`src/rtl/common_pkg.sv`:
```
// Shared scalar and register-address types used across the core.
package common;

    typedef logic       u1;
    typedef logic [4:0] creg_addr_t;

endpackage

```
`src/rtl/hazard_ctrl_pkg.sv`:
```
// Pipeline-control types: forwarding source select and mul/div sequencer state.
package pipes;

    typedef enum logic [1:0] {
        FWD_NONE = 2'd0,
        FWD_EX   = 2'd1,
        FWD_MEM  = 2'd2,
        FWD_WB   = 2'd3
    } fwd_sel_t;

    typedef enum logic {
        IDLE = 1'b0,
        BUSY = 1'b1
    } hazard_state_t;

endpackage

```
`src/rtl/hazard_ctrl_muldiv_seq.sv`:
```
// Fixed-latency mul/div sequencer: holds EX while the unit runs and remembers
// that the op in EX has already finished so a later freeze cannot restart it.
module muldiv_seq
    import common::*;
    import pipes::*;
#(
    parameter int unsigned MULDIV_LAT = 16
) (
    input  logic clk,
    input  logic reset,
    input  u1    ex_valid,
    input  u1    ex_is_muldiv,
    input  u1    mem_stall,
    output u1    busy,
    output u1    done,
    output u1    hold
);

    localparam int unsigned CntW = $clog2(MULDIV_LAT + 1);

    hazard_state_t   state_q, state_d;
    logic [CntW-1:0] cnt_q, cnt_d;
    logic            ex_done_q, ex_done_d;

    always_comb begin
        state_d   = state_q;
        cnt_d     = cnt_q;
        ex_done_d = ex_done_q;
        busy      = (state_q == BUSY);
        done      = busy && (cnt_q == CntW'(1));
        hold      = ex_valid & ex_is_muldiv & ~ex_done_q & ~done;

        unique case (state_q)
            IDLE: begin
                if (ex_valid && ex_is_muldiv && !ex_done_q) begin
                    state_d = BUSY;
                    cnt_d   = CntW'(MULDIV_LAT - 1);
                end
            end
            BUSY: begin
                cnt_d = cnt_q - CntW'(1);
                if (cnt_q == CntW'(1)) state_d = IDLE;
            end
        endcase

        // Leaving EX wins over setting, so a result taken immediately leaves no residue.
        if (done) ex_done_d = 1'b1;
        if (ex_valid && !(mem_stall || hold)) ex_done_d = 1'b0;
    end

    always_ff @(posedge clk) begin
        if (reset) begin
            state_q   <= IDLE;
            cnt_q     <= '0;
            ex_done_q <= 1'b0;
        end else begin
            state_q   <= state_d;
            cnt_q     <= cnt_d;
            ex_done_q <= ex_done_d;
        end
    end

endmodule

```
`src/rtl/hazard_ctrl.sv`:
```
// Pipeline hazard controller: operand forwarding, load-use bubbles, mem-wait freeze
// and the mul/div hold (present only when HAZARD_MULDIV_EN is defined).
module hazard_ctrl
    import common::*;
    import pipes::*;
#(
    parameter int unsigned MULDIV_LAT = 16
) (
    input  logic       clk,
    input  logic       reset,
    input  u1          id_valid,
    input  u1          id_usea,
    input  u1          id_useb,
    input  creg_addr_t id_srca,
    input  creg_addr_t id_srcb,
    input  u1          ex_valid,
    input  u1          ex_wen,
    input  u1          ex_is_load,
    input  u1          ex_is_muldiv,
    input  creg_addr_t ex_dst,
    input  u1          mem_valid,
    input  u1          mem_wen,
    input  u1          mem_req,
    input  u1          mem_data_ok,
    input  creg_addr_t mem_dst,
    input  u1          wb_valid,
    input  u1          wb_wen,
    input  creg_addr_t wb_dst,
    output fwd_sel_t   fwd_sel_a,
    output fwd_sel_t   fwd_sel_b,
    output u1          stall_f,
    output u1          stall_d,
    output u1          stall_e,
    output u1          stall_m,
    output u1          bubble_e,
    output u1          bubble_w,
    output u1          muldiv_busy,
    output u1          muldiv_done
);

    function automatic fwd_sel_t pick_src(input creg_addr_t src, input u1 used,
                                          input u1 ex_fwd, input u1 mem_fwd, input u1 wb_fwd,
                                          input creg_addr_t exd, input creg_addr_t memd,
                                          input creg_addr_t wbd);
        pick_src = FWD_NONE;
        if (used && src != '0) begin
            if (ex_fwd && exd == src)        pick_src = FWD_EX;
            else if (mem_fwd && memd == src) pick_src = FWD_MEM;
            else if (wb_fwd && wbd == src)   pick_src = FWD_WB;
        end
    endfunction

    u1 mem_stall, md_hold, md_busy, md_done, load_use, ex_fwd, mem_fwd, wb_fwd, hold_e;

    assign mem_stall = mem_valid & mem_req & ~mem_data_ok;
    assign ex_fwd    = ex_valid & ex_wen & ~ex_is_load;
    assign mem_fwd   = mem_valid & mem_wen;
    assign wb_fwd    = wb_valid & wb_wen;
    assign load_use  = id_valid & ex_valid & ex_wen & ex_is_load & (ex_dst != '0) &
                       ((id_usea & (id_srca == ex_dst)) | (id_useb & (id_srcb == ex_dst)));

`ifdef HAZARD_MULDIV_EN
    muldiv_seq #(
        .MULDIV_LAT (MULDIV_LAT)
    ) u_muldiv_seq (
        .clk          (clk),
        .reset        (reset),
        .ex_valid     (ex_valid),
        .ex_is_muldiv (ex_is_muldiv),
        .mem_stall    (mem_stall),
        .busy         (md_busy),
        .done         (md_done),
        .hold         (md_hold)
    );
`else
    logic unused_muldiv;
    assign unused_muldiv = ex_is_muldiv ^ clk;
    assign md_busy       = 1'b0;
    assign md_done       = 1'b0;
    assign md_hold       = 1'b0;
`endif

    assign hold_e = mem_stall | md_hold;

    always_comb begin
        fwd_sel_a   = FWD_NONE;
        fwd_sel_b   = FWD_NONE;
        stall_f     = 1'b0;
        stall_d     = 1'b0;
        stall_e     = 1'b0;
        stall_m     = 1'b0;
        bubble_e    = 1'b0;
        bubble_w    = 1'b0;
        muldiv_busy = 1'b0;
        muldiv_done = 1'b0;
        if (!reset) begin
            fwd_sel_a   = pick_src(id_srca, id_usea, ex_fwd, mem_fwd, wb_fwd,
                                   ex_dst, mem_dst, wb_dst);
            fwd_sel_b   = pick_src(id_srcb, id_useb, ex_fwd, mem_fwd, wb_fwd,
                                   ex_dst, mem_dst, wb_dst);
            stall_e     = hold_e;
            stall_m     = mem_stall;
            stall_f     = hold_e | load_use;
            stall_d     = hold_e | load_use;
            // A held EX keeps its own op, so the load-use bubble waits.
            bubble_e    = load_use & ~hold_e;
            bubble_w    = mem_stall;
            muldiv_busy = md_busy;
            muldiv_done = md_done;
        end
    end

endmodule

```
`config.mk`:
```
export PLATFORM = sky130hd
export DESIGN_NAME = hazard_ctrl
export DESIGN_NICKNAME = d
export VERILOG_FILES = /design/src/rtl/common_pkg.sv /design/src/rtl/hazard_ctrl_pkg.sv /design/src/rtl/hazard_ctrl_muldiv_seq.sv /design/src/rtl/hazard_ctrl.sv
export SDC_FILE = /design/constraint.sdc
export NUM_CORES = 1
export LEC_CHECK = 0
export ABC_AREA = 1
export CAP_MARGIN = 20
export CORE_MARGIN = 4
export CORE_UTILIZATION = 39
export DETAILED_ROUTE_END_ITERATION = 16
export PLACE_DENSITY = 0.95
export SYNTH_ARGS = -nofsm -noshare
export SYNTH_HDL_FRONTEND = slang
export SYNTH_SLANG_ARGS = --single-unit
export TNS_END_PERCENT = 30
```
`constraint.sdc`:
```
create_clock -name vclk -period 3.53
set_clock_uncertainty 0.05 [all_clocks]
set_input_delay 0.8825 -clock vclk [all_inputs]
set_output_delay 0.8825 -clock vclk [all_outputs]
set_load 0.02 [all_outputs]
```
==> Word level (Yosys, flattened, before mapping) <==
Cells that the tools add are included.
{ "op_classes": {"n_addsub": 0, "multipliers": 0, "div": 0, "order_cmp": 0, "eq_ne": 8, "n_shift": 0, "n_mux": 13, "bitwise": 19, "n_reduce_logical": 11} }
{ "op_table": {"columns": ["op", "n"], "rows": [
  ["5-bit == test", 8],
  ["2-bit two-way mux", 10],
  ["5-bit nonzero test", 3],
  ["1-bit bitwise AND", 14],
  ["1-bit logical AND", 8],
  ["1-bit two-way mux", 3],
  ["1-bit inverter", 3],
  ["1-bit bitwise OR", 2]
]} }
{ "totals": {"reg_bits": 0, "latch_bits": 0, "mem_bits_rw": 0, "rom_bits": 0, "input_bits": 40, "elab_cells": 51, "memories": 0} }

==> Logic depth before layout (Yosys ltp) <==
Gate-level depths: netlist of run 1.
{ "depth": {"word_depth": 7, "mapped_depth": 9, "ltp_nobuf": 8} }

==> Least setup slack after synthesis of run 1 <==
Ideal clock, no wire load.
{ "synth_path": {"path_type": "input -> output", "from": "input port id_srcb[0]", "to": "output port stall_f", "arrival_ns": 1.695, "required_time_ns": 2.598, "setup_slack_ns": 0.902, "path_stages": 9, "n_path_buf": 1, "cell_sequence": "inv_1 > nand2_1 > nand2_1 > nor2_1 > nand4_1 > nand2_1 > nand2_1 > nand2_1 > buf_4"} }
{ "synth_between": {"elab_chain_cells": 6} }
{ "synth_lines": {"columns": ["element", "line_no", "source"], "rows": [
  ["start: declaration", "hazard_ctrl.sv:15", "input creg_addr_t id_srcb,"],
  ["5-bit == test", "hazard_ctrl.sv:60", "((id_usea & (id_srca == ex_dst)) | (id_useb & (id_srcb == ex_dst)));"],
  ["1-bit bitwise AND", "hazard_ctrl.sv:60", null],
  ["1-bit bitwise OR", "hazard_ctrl.sv:60", null],
  ["1-bit bitwise AND", "hazard_ctrl.sv:59", "assign load_use = id_valid & ex_valid & ex_wen & ex_is_load & (ex_dst != '0) &"],
  ["1-bit bitwise OR", null, null],
  ["1-bit two-way mux", null, null],
  ["end: declaration", "hazard_ctrl.sv:31", "output u1 stall_f,"]
]} }
Every way passes these cells.

==> Worst setup path after layout of run 1 <==
{ "layout_path": {"from": "input port id_srcb[2]", "to": "output port fwd_sel_b[1]"} }
{ "layout_between": {"elab_chain_cells": 7, "word_cells_on_any_way": 13, "classes_between": "eq/ne (3); mux (5); reduce/logical (5)"} }
{ "layout_lines": {"columns": ["element", "line_no", "source"], "rows": [
  ["5-bit == test", "hazard_ctrl.sv:49", "else if (wb_fwd && wbd == src) pick_src = FWD_WB;"],
  ["1-bit logical AND", "hazard_ctrl.sv:49", null],
  ["2-bit two-way mux", "hazard_ctrl.sv:49", null],
  ["2-bit two-way mux", "hazard_ctrl.sv:48", "else if (mem_fwd && memd == src) pick_src = FWD_MEM;"],
  ["2-bit two-way mux", "hazard_ctrl.sv:47", "if (ex_fwd && exd == src) pick_src = FWD_EX;"],
  ["2-bit two-way mux (*)", "hazard_ctrl.sv:46", "if (used && src != '0) begin"],
  ["2-bit two-way mux (*)", "hazard_ctrl.sv:96", "if (!reset) begin"],
  ["end: declaration", "hazard_ctrl.sv:30", "output fwd_sel_t fwd_sel_b,"]
]} }
Mark *: on every way between the ends. The rest lies on a longest branch, timed or not.

==> results of run 1 <==
Yosys cell counts:
master    instances  share of area
inv_2             2          0.011
a21oi_1           7          0.051
nand4_1           6          0.055
or2_1             1         0.0092
nor3_1            3          0.022
o21ai_0           5          0.037
xor2_1            3          0.039
nand2_1          57           0.31
or2_2             1         0.0092
xnor2_1           6          0.077
nand3b_1          1          0.011
buf_4             5          0.055
nand3_1           8          0.059
a21oi_2           1          0.013
conb_1            1         0.0055
nor2_1           17          0.094
inv_1            25           0.14
layer usage:
layer,part of all wire,vias up
met1,0.38,483
li1,-,574
met3,0.069,8
met2,0.53,48
met4,0.021,0
met5,0,-
final timing paths:
check,from,to,slack (ps),cells after the start
worst min-delay path,id_useb,fwd_sel_b[0],2460,4
worst max-delay path,id_srcb[2],fwd_sel_b[1],130,6
logic make-up after synthesis:
family	after synthesis	share of synthesized area
AO/OA/AOI/OAI	13	0.101
buffers and inverters	32	0.204
other	1	0.00551
AND/OR/NAND/NOR	94	0.574
XOR/XNOR	9	0.116
worst min-delay path: stages:
cell and delay, ps:
clkdlybuf4s50_1 420, nand3_1 120, a21oi_1 60, clkbuf_2 150
stage by stage:
| step | area, µm² | setup slack, ps | setup TNS (ps) |
|---|---|---|---|
| floorplan | 684 | 902 | 0 |
| global placement | 1250 | -111 | -637 |
| detailed placement | 1250 | -194 | -968 |
| CTS | 1240 | 66.7 | 0 |
| global route | 1230 | 6.46 | 0 |
| finish | 1230 | 129 | 0 |
area by class of cell:
cell class         instances  area [µm²]  area share
multi-input cells        118         546       0.444
inverters                 27         101      0.0825
well taps                 16        20.0      0.0163
repair buffers            62         562       0.457
where the power goes:
group	internal [mW]	total [mW]	leakage [nW]	switching, mW
Sequential	0	0	0	0
Combinational	0.0701	0.129	0.664	0.0590
Clock	0	0	0	0
what timing repair did:
| action | in CTS | in global routing |
|---|---|---|
| gates cloned | 0 | 0 |
| endpoints found under the setup margin | 7 | 4 |
| resized for setup | 7 | 8 |
==> impl_metrics.ini, run 1 <==
[outcome]
outcome = completed

[critical_path]
critical_path.top_delay_family = buffers and inverters
crit_required_ps = 2600
critPathBufInv = 2
critPathMaxStageDelay_ps = 570
cp_max_fo = 4
cp-start-kind = input port
crit_path_end_kind = primary output
slowest_stage = clkdlybuf4s50_1
crit_type = in -> out
path_cells = clkdlybuf4s50_1 -> xnor2_1 -> nand3b_1 -> or2_1 -> a21oi_2 -> dlygate4sd2_1
arrival_ps = 2470

[placement]
gp_congestion = 0.831
dp.cells = 223
portBuffers = 48
hpwl_mm = 2.46

[final_layout]
seq_cells = 0
layout_common_cells = 57 x nand2_1, 41 x clkdlybuf4s50_1, 25 x inv_1
nClkBuffers = 0
layout_commonest_cell = nand2_1
fin_nets = 249
fin_util = 0.779
fill_cells = 134
area_delta_synth_final_pct = 80.5
antenna_cells = 0
layout.area.seq_um2 = 0
stdcell_count = 223
layout-drive-gt1-share = 0.106

[drt]
num_vias = 1113
drc_errors = 0
viasPerCell = 4.99
routedWlPerCell_um = 12.3
dr.pass1.iters = 4
first_iter_violations = 34
wl_mm = 2.75
ant_nets = 0

[global_routing]
top_usage_layer = met2
track_usage = 0.221
grt_max_degree = 6
grt_pass1_vias = 1081
grtUsageMet1 = 0.231
use_met2 = 0.443
gr-total-overflow = 0
antenna_found_initial = 0
use_met3 = 0.0271
grt_pass1_wl_mm = 4.43

[die]
rows = 14
ios = 52
dieArea_mm2 = 0.00248
dieWidth_um = 49.8
initial_utilization = 0.432
die_h_um = 49.8
core-area_mm2 = 0.00158

[sta]
hold_violations = 0
holdWs_ps = 2460
rsz0062_at_grt = no
setup_viol = 0
fmax_mhz = 294
drv_slew = 0
min_period_over_period = 0.963
fin_crit_ps = 3400

[pwr]
leakagePower_nw = 0.664
powerDensity_mw_per_mm2 = 105
peakVddDrop_uv = 65.8
power_mw = 0.129

[yosys]
ys_types = 17
syn_inst = 149
syn_area_um2 = 681
yosys_warnings = 0
yosysSeqAreaShare = 0
avgSynthCellArea_um2 = 4.57

[clock_tree]
postCtsSetupBuffers = 0
postCtsHoldBufs = 0

[worst_hold_path]
min_path_type = in -> out

[flow_run]
timing.max_cap.violations = 0
No activity file was read; power rests on OpenSTA's default activity.
==> run 2: changes to the inputs <==
--- a/config.mk
+++ b/config.mk
@@ -10,7 +10,7 @@
 export CORE_MARGIN = 4
 export CORE_UTILIZATION = 39
 export DETAILED_ROUTE_END_ITERATION = 16
-export PLACE_DENSITY = 0.95
+export PLACE_DENSITY = 0.88
 export SYNTH_ARGS = -nofsm -noshare
 export SYNTH_HDL_FRONTEND = slang
 export SYNTH_SLANG_ARGS = --single-unit
==> impl_metrics.ini, run 2 (synthesis results as in run 1) <==
[placement]
portBuffers = 48
gp_congestion = 0.835
hpwl_mm = 2.41

[final_layout]
antenna_cells = 0
area_delta_synth_final_pct = 81.6
fill_cells = 128
layout-drive-gt1-share = 0.0825
layout_commonest_cell = nand2_1
layout.area.seq_um2 = 0
nClkBuffers = 0
multi_input_area_um2 = 546
fin_nets = 248
fin_util = 0.784
seq_cells = 0
layout_common_cells = 57 x nand2_1, 41 x clkdlybuf4s50_1, 25 x inv_1

[critical_path]
path_cells = clkdlybuf4s50_1 -> xor2_1 -> nor2_1 -> nand4_1 -> nand2_1 -> nand2_1 -> nand2_1 -> dlygate4sd2_1
critical_path.top_delay_family = buffers and inverters
crit_path_end_kind = primary output
cp-startpoint = id_srca[1]
cp_max_fo = 4
critPathMaxStageDelay_ps = 530
crit_type = in -> out
cp-start-kind = input port
crit_required_ps = 2600
slowest_stage = clkdlybuf4s50_1
crit_top_cell = nand2_1
critPathBufInv = 2
arrival_ps = 2500

[drt]
drc_errors = 0
wl_mm = 2.67
ant_nets = 0
dr.pass1.iters = 4
routedWlPerCell_um = 12.0
num_vias = 1078
viasPerCell = 4.86
first_iter_violations = 22

[sta]
fmax_mhz = 291
hold_violations = 0
min_period_over_period = 0.973
fin_crit_ps = 3440
tns_ps = 0
drv_slew = 0
rsz0062_at_grt = yes
holdWs_ps = 2620
setup_viol = 0

[global_routing]
gr-total-overflow = 0
grt_max_degree = 6
track_usage = 0.213
grt_pass1_wl_mm = 4.25
antenna_found_initial = 0
grt_pass1_vias = 1033

[die]
ios = 52
initial_utilization = 0.432
dieArea_mm2 = 0.00248
dieWidth_um = 49.8
die_h_um = 49.8
core-area_mm2 = 0.00158
rows = 14

[pwr]
leakagePower_nw = 0.673
powerDensity_mw_per_mm2 = 104
peakVddDrop_uv = 68.1

[worst_hold_path]
min_path_type = in -> out
hp-start = id_useb

[clock_tree]
postCtsHoldBufs = 0
postCtsSetupBuffers = 0

[outcome]
outcome = completed

[flow_run]
timing.max_cap.violations = 0
-- run 2: what timing repair did --
| action | 4_1_cts | 5_1_grt |
|---|---|---|
| endpoints found under the setup margin | 7 | 2 |
| gates resized for setup | 7 | 0 |
| gates cloned | 0 | 0 |
-- run 2: path summary, 6_finish.rpt --
path | slack [ps] | depth (start not counted) | endpoint
min | 2620 | 4 | fwd_sel_b[0]
max | 90 | 8 | stall_f
-- run 2: metrics by stage --
stage	area [µm²]	std cells	total power, mW	worst slack [ps]
2_1_floorplan	684	150	0.0520	902
3_3_place_gp	1240	222	0.123	-123
3_5_place_dp	1240	222	0.128	-184
4_1_cts	1240	222	0.127	87.2
5_1_grt	1240	222	0.139	-11.0
6_report	1240	222	0.128	94.0
-- run 2: layout make-up --
| cell class | count | share of cell area |
|---|---|---|
| repair buffers | 61 | 0.461 |
| well taps | 16 | 0.0162 |
| multi-input cells | 118 | 0.441 |
| inverters | 27 | 0.0820 |
-- run 2: report_power, final --
part | internal (mW) | switching, mW | total [mW]
sequential | 0 | 0 | 0
clock | 0 | 0 | 0
combinational | 0.0696 | 0.0586 | 0.128
-- run 2: per-layer routing --
layer  vias up  wire length [µm]  GRT usage
li1        565                 -          -
met1       460              1060      0.247
met2        47              1360      0.416
met3         6               193     0.0120
met4         0                54     0.0507
met5         -                 0          0
